## config.mk

```make
export PLATFORM = sky130hd
export DESIGN_NAME = gray_ticket_arbiter
export DESIGN_NICKNAME = d
export VERILOG_FILES = /design/src/rtl/gray_ticket_arbiter.sv
export SDC_FILE = /design/constraint.sdc
export NUM_CORES = 1
export LEC_CHECK = 0
export CORE_ASPECT_RATIO = 1.4
export CORE_MARGIN = 1
export CORE_UTILIZATION = 40
export CTS_BUF_LIST = sky130_fd_sc_hd__clkbuf_4 sky130_fd_sc_hd__clkbuf_8
export CTS_CLUSTER_SIZE = 10
export DETAILED_ROUTE_END_ITERATION = 10
export DONT_BUFFER_PORTS = 1
export PLACE_DENSITY_LB_ADDON = 0.05
export SYNTH_ARGS = -nofsm -noshare
export SYNTH_HDL_FRONTEND = slang
export SYNTH_SLANG_ARGS = --single-unit
```

## constraint.sdc

```tcl
create_clock -name clk -period 2.9 [get_ports clk]
set_clock_uncertainty 0.2 [all_clocks]
set_input_delay 0.435 -clock clk [delete_from_list [all_inputs] [get_ports clk]]
set_output_delay 0.435 -clock clk [all_outputs]
set_load 0.005 [all_outputs]
```

## src/rtl/gray_ticket_arbiter.sv

```systemverilog
// Round-robin arbiter that hands each winner a unique Gray-coded ticket from a
// shared binary counter, using a 4-phase req/gnt handshake.
module gray_ticket_arbiter #(
  parameter int N_REQ = 4,
  parameter int WIDTH = 4
) (
  input  logic             clk,
  input  logic             reset_n,
  input  logic [N_REQ-1:0] req,
  input  logic             clear,
  input  logic             hold,
  output logic [N_REQ-1:0] gnt,
  output logic [WIDTH-1:0] ticket,
  output logic             ticket_valid,
  output logic             wrap,
  output logic             busy
);

  localparam int            PW        = (N_REQ > 1) ? $clog2(N_REQ) : 1;
  localparam logic [PW-1:0] PTR_RESET = PW'(N_REQ - 1);

  typedef enum logic [1:0] {
    IDLE    = 2'd0,
    GRANT   = 2'd1,
    RELEASE = 2'd2
  } state_t;

  state_t           state_q;
  logic [WIDTH-1:0] bin_q;
  logic [PW-1:0]    ptr_q;
  logic [PW-1:0]    win_q;
  logic [N_REQ-1:0] gnt_q;
  logic [WIDTH-1:0] ticket_q;
  logic             ticket_valid_q;
  logic             wrap_q;

  logic [WIDTH-1:0] bin_d;
  logic [WIDTH-1:0] gray_d;
  logic [PW-1:0]    win_d;
  logic             found_d;
  logic             start_d;

  function automatic logic [N_REQ-1:0] onehot(input logic [PW-1:0] idx);
    logic [N_REQ-1:0] v;
    v      = {N_REQ{1'b0}};
    v[idx] = 1'b1;
    return v;
  endfunction

  function automatic logic [WIDTH-1:0] bin2gray(input logic [WIDTH-1:0] b);
    return b ^ (b >> 1'b1);
  endfunction

  // Round-robin search: first asserted request after the last winner, wrapping.
  always_comb begin
    found_d = 1'b0;
    win_d   = ptr_q;
    for (int i = 1; i <= N_REQ; i++) begin
      if (!found_d && req[PW'((int'(ptr_q) + i) % N_REQ)]) begin
        found_d = 1'b1;
        win_d   = PW'((int'(ptr_q) + i) % N_REQ);
      end else begin
        found_d = found_d;
      end
    end
  end

  assign bin_d   = bin_q + {{(WIDTH-1){1'b0}}, 1'b1};
  assign gray_d  = bin2gray(bin_q);
  assign start_d = found_d & ~hold;

  // Handshake FSM with registered grant, ticket and wrap outputs.
  always_ff @(posedge clk or negedge reset_n) begin
    if (!reset_n) begin
      state_q        <= IDLE;
      bin_q          <= {WIDTH{1'b0}};
      ptr_q          <= PTR_RESET;
      win_q          <= {PW{1'b0}};
      gnt_q          <= {N_REQ{1'b0}};
      ticket_q       <= {WIDTH{1'b0}};
      ticket_valid_q <= 1'b0;
      wrap_q         <= 1'b0;
    end else if (clear) begin
      state_q        <= IDLE;
      bin_q          <= {WIDTH{1'b0}};
      ptr_q          <= PTR_RESET;
      win_q          <= {PW{1'b0}};
      gnt_q          <= {N_REQ{1'b0}};
      ticket_q       <= {WIDTH{1'b0}};
      ticket_valid_q <= 1'b0;
      wrap_q         <= 1'b0;
    end else begin
      case (state_q)
        IDLE: begin
          if (start_d) begin
            gnt_q          <= onehot(win_d);
            ticket_q       <= gray_d;
            ticket_valid_q <= 1'b1;
            wrap_q         <= &bin_q;
            bin_q          <= bin_d;
            ptr_q          <= win_d;
            win_q          <= win_d;
            state_q        <= GRANT;
          end else begin
            gnt_q          <= {N_REQ{1'b0}};
            ticket_valid_q <= 1'b0;
            wrap_q         <= 1'b0;
            state_q        <= IDLE;
          end
        end
        GRANT: begin
          gnt_q          <= {N_REQ{1'b0}};
          ticket_valid_q <= 1'b0;
          wrap_q         <= 1'b0;
          state_q        <= RELEASE;
        end
        RELEASE: begin
          gnt_q          <= {N_REQ{1'b0}};
          ticket_valid_q <= 1'b0;
          wrap_q         <= 1'b0;
          // Only the winner's handshake matters here; others stay pending.
          if (!req[win_q]) begin
            state_q <= IDLE;
          end else begin
            state_q <= RELEASE;
          end
        end
        default: begin
          gnt_q          <= {N_REQ{1'b0}};
          ticket_valid_q <= 1'b0;
          wrap_q         <= 1'b0;
          state_q        <= IDLE;
        end
      endcase
    end
  end

  assign gnt          = gnt_q;
  assign ticket       = ticket_q;
  assign ticket_valid = ticket_valid_q;
  assign wrap         = wrap_q;
  assign busy         = (state_q != IDLE);

endmodule

```

==> run summary, run 1 <==
Status -> completed
Cts bufs inserted -> 3
DP Cell Count -> 100
Via count of the first global-routing pass -> 584
Setup-failing EPs final -> 0
# H-tree levels -> 1
Period utilisation layout -> 61.22%
Leak -> 0.4368 nW
DRC viols -> 0
Post-synth top area share -> 45.07%
Final Hold Fails -> 0
Slew Limit Fails -> 0
Flop-to-flop setup slack -> 1.12 ns
Final instance area -> 942.2 sq um
Hold_ws -> 0.06098 ns
Worst Setup SP -> state_q[1]
Worst Hold Class -> in2reg
CP cell instances -> or3_4 -> or2_1 -> nor2_8 -> o311a_1
Endpoint class of the critical path -> flop
Final non-filler cell total -> 106
FF+latch count, synth -> 18
First-pass GRT wire length -> 2.808 mm
TNS Setup -> 0 ns
Ports -> 19
Mean Syn Cell Area -> 10.83 sq um
Slew HR -> 48.03%
Final WS setup -> 1.125 ns
P_sw -> 0.1277 mW
Primary FF master, synth -> dfrtp_1
Cell family with most CP delay -> simple AND/OR/NAND/NOR gates
Final core occ -> 46.63%
Clock Sink Count -> 18
FF-to-FF End -> gnt[1]
Required time of the critical path -> 2.94 ns
Buffers & Inverters on Critical Path -> 0
Critical Path Fanout Max -> 8
Fmax -> 563.3 MHz
Synth Net Count -> 93
R2R depth -> 4
Final #Nets -> 97
Post-synthesis cell count -> 82
Initial Util -> 43.96%
Clk Latency, worst-skew pair -> 0.30 ns
Fill cells -> 192
Largest area contributor in the netlist -> dfrtp_1
DR iter-0 viols -> 6
GRT Util Overall -> 15.99%
Std-Cell Rows -> 19
Maximum vdd drop -> 0.2933 mV
Slowest CP cell -> dfrtp_1
GP Congestion -> 0.6619
RSZ-0062 raised after global routing -> no
Maxcap violations -> 0
Crit. path cell count -> 4
Worst setup path endpoint -> gnt[1]
Most common cell in the netlist -> dfrtp_1
Vias per cell -> 5.632
Combinational fraction of design power -> 14.0%
Clk pwr share -> 28.5%
Largest net degree at the start of global routing -> 19
Drt total wl -> 1.676 mm
Share of cells above drive strength 1 -> 14.12%
Pint -> 0.3587 mW
Critical Path AT -> 1.81 ns
Power Dens Cells -> 516.3 nW/um^2
Crit path launch type -> flop
Seq pwr share -> 57.6%
Port Buf Inserts -> 0
TritonRoute pass-1 iters -> 4
Synth unique cells -> 29
Pre-CTS WS -> 1.087 ns
Tmin final -> 1.775 ns
Worst-case clock buffer depth -> 2
Remaining Overflow, GRT -> 0
Die Y -> 57.76 microns
Remaining antenna violation count -> 0
Via count -> 597
CTS root buffer -> clkbuf_4
Slowest stage delay, CP -> 0.41 ns
Post-CTS sizing -> 0
EDFF count, synth -> 0
Initial antenna violation count -> 0
Worst Tran Pin Value -> 0.7770 ns
Hold_buf cts -> 2
Die area -> 2416 sq um
Total power -> 0.4864 mW
CTS tree -> yes
Core Region -> 2021 sq um
Synth area leaders -> dfrtp_1 45%, dfstp_2 5.9%, a21oi_1 5.1%
Hpwl dp -> 1.222 mm
Antenna diode count -> 0
Sw Ratio -> 26.25%
Async set-reset flop share out of synthesis -> 100.0%
Area grow syn2layout -> 6.056%
Mapped Area -> 888.4 sq um
DP Area -> 892.1 sq um
Die width -> 41.83 microns
Setup Crit Path Kind -> reg2reg
Top cells by count, synth -> 16 x dfrtp_1, 11 x nand2_1, 9 x a21oi_1, 5 x nor2_1, 4 x nor3_1
Reg2reg start -> state_q[1]
Clock-pin transition on the worst setup and hold timing paths -> 0.10 ns
Post-CTS Setup Bufs -> 0
Register area share after synthesis -> 50.99%
Yosys warning total -> 0
DR WL/cell -> 15.81 microns
==> registers in the layout, indices dropped and copies added, names as in the netlist <==
register      flops
bin_q             4
gnt               4
ptr_q             2
state_q           1
ticket            3
ticket_valid      1
win_q             2
wrap              1
==> power groups by stage <==
| stage | clock, mW | sequential, mW | combinational [mW] |
|---|---|---|---|
| finish | 0.138 | 0.280 | 0.0680 |
| global route | 0.157 | 0.283 | 0.0756 |
| CTS | 0.148 | 0.280 | 0.0695 |
| detailed placement | 0 | 0.285 | 0.0589 |
| global placement | 0 | 0.285 | 0.0588 |
| floorplan | 0 | 0.281 | 0.0557 |
==> kinds of logic after synthesis <==
logic type                 share of synthesized area (%)
and+or+nand+nor                                    25.78
DFF                                                50.99
AOI/OAI and AO/OA                                  10.56
buffers and inverters                              2.957
xor gates and xnor gates                           2.958
adders and majority gates                          4.226
muxes                                              2.535
==> cells in the final DEF (no fill, tap or decap), types with 2 or more instances in the layout <==
| cell type | count |
|---|---|
| dfstp_2 | 2 |
| dfrtp_1 | 16 |
| ha_1 | 3 |
| a211oi_1 | 2 |
| nand2b_1 | 3 |
| nor3_1 | 4 |
| nor3b_1 | 2 |
| dlygate4sd3_1 | 2 |
| and3b_1 | 2 |
| clkbuf_4 | 4 |
| nor2_1 | 5 |
| o21ai_0 | 3 |
| and3_1 | 2 |
| a21oi_1 | 9 |
| nand2_1 | 11 |
| xnor2_1 | 3 |
==> routing by layer <==
metal	GRT usage, %	part of all wire (%)	up-vias
li1	-	-	296
met1	19.43	41	281
met2	26.12	51	15
met3	2.181	4.1	5
met4	11.06	3.2	0
met5	0	0	-
==> area by class of cell <==
type / count / area, sq um / area share [%]
clock buffers: 4 / 30.03 / 3.187
inverters: 1 / 3.754 / 0.3984
multi-input cells: 60 / 409.1 / 43.43
flip-flops and latches: 18 / 452.9 / 48.07
well taps: 21 / 26.28 / 2.789
repair buffers: 2 / 20.02 / 2.125
==> worst min path at each step <==
stage	startpoint	end	slack [ns]	cells past startpoint
after floorplan	reset_n	bin_q[0]	-0.06	0
after global placement	reset_n	bin_q[1]	-0.06	0
after detailed placement	reset_n	bin_q[1]	-0.06	0
after CTS	clear	ptr_q[1]	0.05	2
after global routing	clear	ptr_q[1]	0.05	2
final	clear	ptr_q[1]	0.06	2
No activity file was read; power rests on OpenSTA's default activity.
==> inputs of run 2 (changes only) <==
==> constraint.sdc (replaced) <==
create_clock -name clk -period 1.6 [get_ports clk]
set_clock_uncertainty 0.2 [all_clocks]
set_input_delay 0.24 -clock clk [delete_from_list [all_inputs] [get_ports clk]]
set_output_delay 0.24 -clock clk [all_outputs]
set_load 0.005 [all_outputs]
==> run summary, run 2 (synthesized netlist as in run 1, its figures left out) <==
Slew Limit Fails -> 0 (unchanged)
DR WL/cell -> 15.79 microns (-0.16%)
Initial antenna violation count -> 0 (unchanged)
Hold_ws -> -0.2165 ns (-0.2775 ns)
Antenna diode count -> 0 (unchanged)
Critical Path AT -> 1.72 ns (-0.09 ns)
Flop-to-flop setup slack -> -0.08 ns (-1.20 ns)
Cts bufs inserted -> 3 (unchanged)
Initial Util -> 43.96% (unchanged)
Maxcap violations -> 0 (unchanged)
Core Region -> 2021 sq um (unchanged)
GRT Util Overall -> 17.31% (+1.3 points)
Remaining Overflow, GRT -> 0 (unchanged)
Final WS setup -> -0.07513 ns (-1.200 ns)
Global Route met3 Usage -> 2.181% (unchanged)
Sw Ratio -> 26.57% (+0.32 points)
DRC viols -> 0 (unchanged)
Seq pwr share -> 51.3% (-6.3 points)
Remaining antenna violation count -> 0 (unchanged)
Hold_buf cts -> 1 (-1)
Power Dens Cells -> 870.2 nW/um^2 (+69%)
Clock-pin transition on the worst setup and hold timing paths -> 0.10 ns (about the same)
Ports -> 19 (unchanged)
Fill cells -> 177 (-7.8%)
DP Cell Count -> 112 (+12%)
Endpoint class of the critical path -> flop
Tmin final -> 1.675 ns (-0.1002 ns)
Setup-failing EPs final -> 8 (+8)
TritonRoute pass-1 iters -> 4 (unchanged)
Crit path launch type -> flop
Fmax -> 597.0 MHz (+6.0%)
Largest net degree at the start of global routing -> 19 (unchanged)
Final Hold Fails -> 18 (+18)
Final #Nets -> 108 (+11%)
TNS Setup -> -0.3617 ns (-0.3617 ns)
Sequential Area -> 452.9 sq um (unchanged)
Area grow syn2layout -> 27.75%
Die width -> 41.83 microns (unchanged)
Pint -> 0.7251 mW (+100%)
DR iter-0 viols -> 14 (+8)
Clock Sink Count -> 18 (unchanged)
Clk Latency, worst-skew pair -> 0.29 ns (about the same)
Required time of the critical path -> 1.64 ns (-1.30 ns)
Leak -> 0.5124 nW (+17%)
Slew HR -> 48.57% (+0.54 points)
Most frequent cells in the layout -> 16 x dfrtp_1, 10 x nand2_1, 10 x buf_4, 5 x a21oi_1, 5 x nor2_1
Drt total wl -> 1.847 mm (+10%)
Critical Path Fanout Max -> 8 (unchanged)
Vias per cell -> 5.675 (+0.77%)
Setup Crit Path Kind -> reg2reg
Clk pwr share -> 28.5% (about the same)
# H-tree levels -> 1 (unchanged)
Hpwl dp -> 1.352 mm (+11%)
RSZ-0062 raised after global routing -> yes
P_sw -> 0.2624 mW (+110%)
Met2 Track Usage GR -> 32.37% (+6.3 points)
Period utilisation layout -> 104.7% (+43 points)
Port Buf Inserts -> 0 (unchanged)
Die Y -> 57.76 microns (unchanged)
Worst Hold Class -> in2reg
Status -> finished with violations
Worst-case clock buffer depth -> 2 (unchanged)
CTS root buffer -> clkbuf_4
Most used routing layer -> met2
Share of cells above drive strength 1 -> 40.63% (+27 points)
Pre-CTS WS -> -0.1300 ns (-1.217 ns)
Failing checks -> hold timing, setup timing
CTS tree -> yes
Maximum vdd drop -> 0.5781 mV (+97%)
Std-Cell Rows -> 19 (unchanged)
GP Congestion -> 0.7383 (+12%)
Met1 usage -> 19.67% (+0.24 points)
Worst Tran Pin Value -> 0.7689 ns (-0.008078 ns)
Via count of the first global-routing pass -> 687 (+18%)
Area occupied by multi-input gates -> 508.0 sq um (+24%)
Most common cell after layout, fill and taps aside -> dfrtp_1
Die area -> 2416 sq um (unchanged)
Final non-filler cell total -> 117 (+10%)
Combinational fraction of design power -> 20.1% (+6.1 points)
Via count -> 664 (+11%)
First-pass GRT wire length -> 3.098 mm (+10%)
## run 2: area by class of cell
type	instances	share of cell area [%]
Clock buffer	4	3.197
Inverter	1	0.3308
Tap cell	21	2.315
Multi-Input combinational cell	60	44.76
Sequential cell	18	39.91
Timing Repair Buffer	13	9.482
## run 2: power groups by stage
stage	logic [mW]	registers, mW	clock network [mW]
6_report	0.199	0.507	0.282
5_1_grt	0.220	0.511	0.311
4_1_cts	0.174	0.506	0.287
3_5_place_dp	0.149	0.514	0
3_3_place_gp	0.148	0.514	0
2_1_floorplan	0.101	0.510	0
## run 2: final timing paths
path                              to  depth (start not counted)  startpoint
setup / recovery                wrap                          4  state_q[1]
hold / removal             ticket[2]                          1       clear
setup reg to reg                wrap                          4  state_q[1]
hold reg to reg            ticket[1]                          2   ticket[1]
max in group asynchronous   bin_q[2]                          1     reset_n
min in group asynchronous   bin_q[1]                          1     reset_n
## run 2: repair_timing
item / in CTS / in global routing
buffers inserted: 0 / 1
pin swaps: 4 / 5
hold endpoints to repair: 36 / 18
resized for setup: 9 / 12
setup endpoints to repair: 16 / 17
## run 2: routing by layer
metal  vias up  share of wire [%]
met1       326                 39
met4         0                1.4
li1        318                  -
met3         4                3.7
met5         -                  0
met2        16                 56
## run 2: critical path, cell delays in order, from the launching register on
cell,delay [ns]
dfrtp_1,0.39
or3_4,0.40
or2_4,0.32
nor2_8,0.12
and3_4,0.19
## run 2: through the flow
stage	total power, mW	utilization (%)	cell area [sq um]
final	0.9875	56.16	1135
after global routing	1.042	56.16	1135
after CTS	0.9663	52.82	1067
after detailed placement	0.6634	48.61	982.2
after global placement	0.6618	48.61	982.2
after floorplan	0.6112	-	888.4
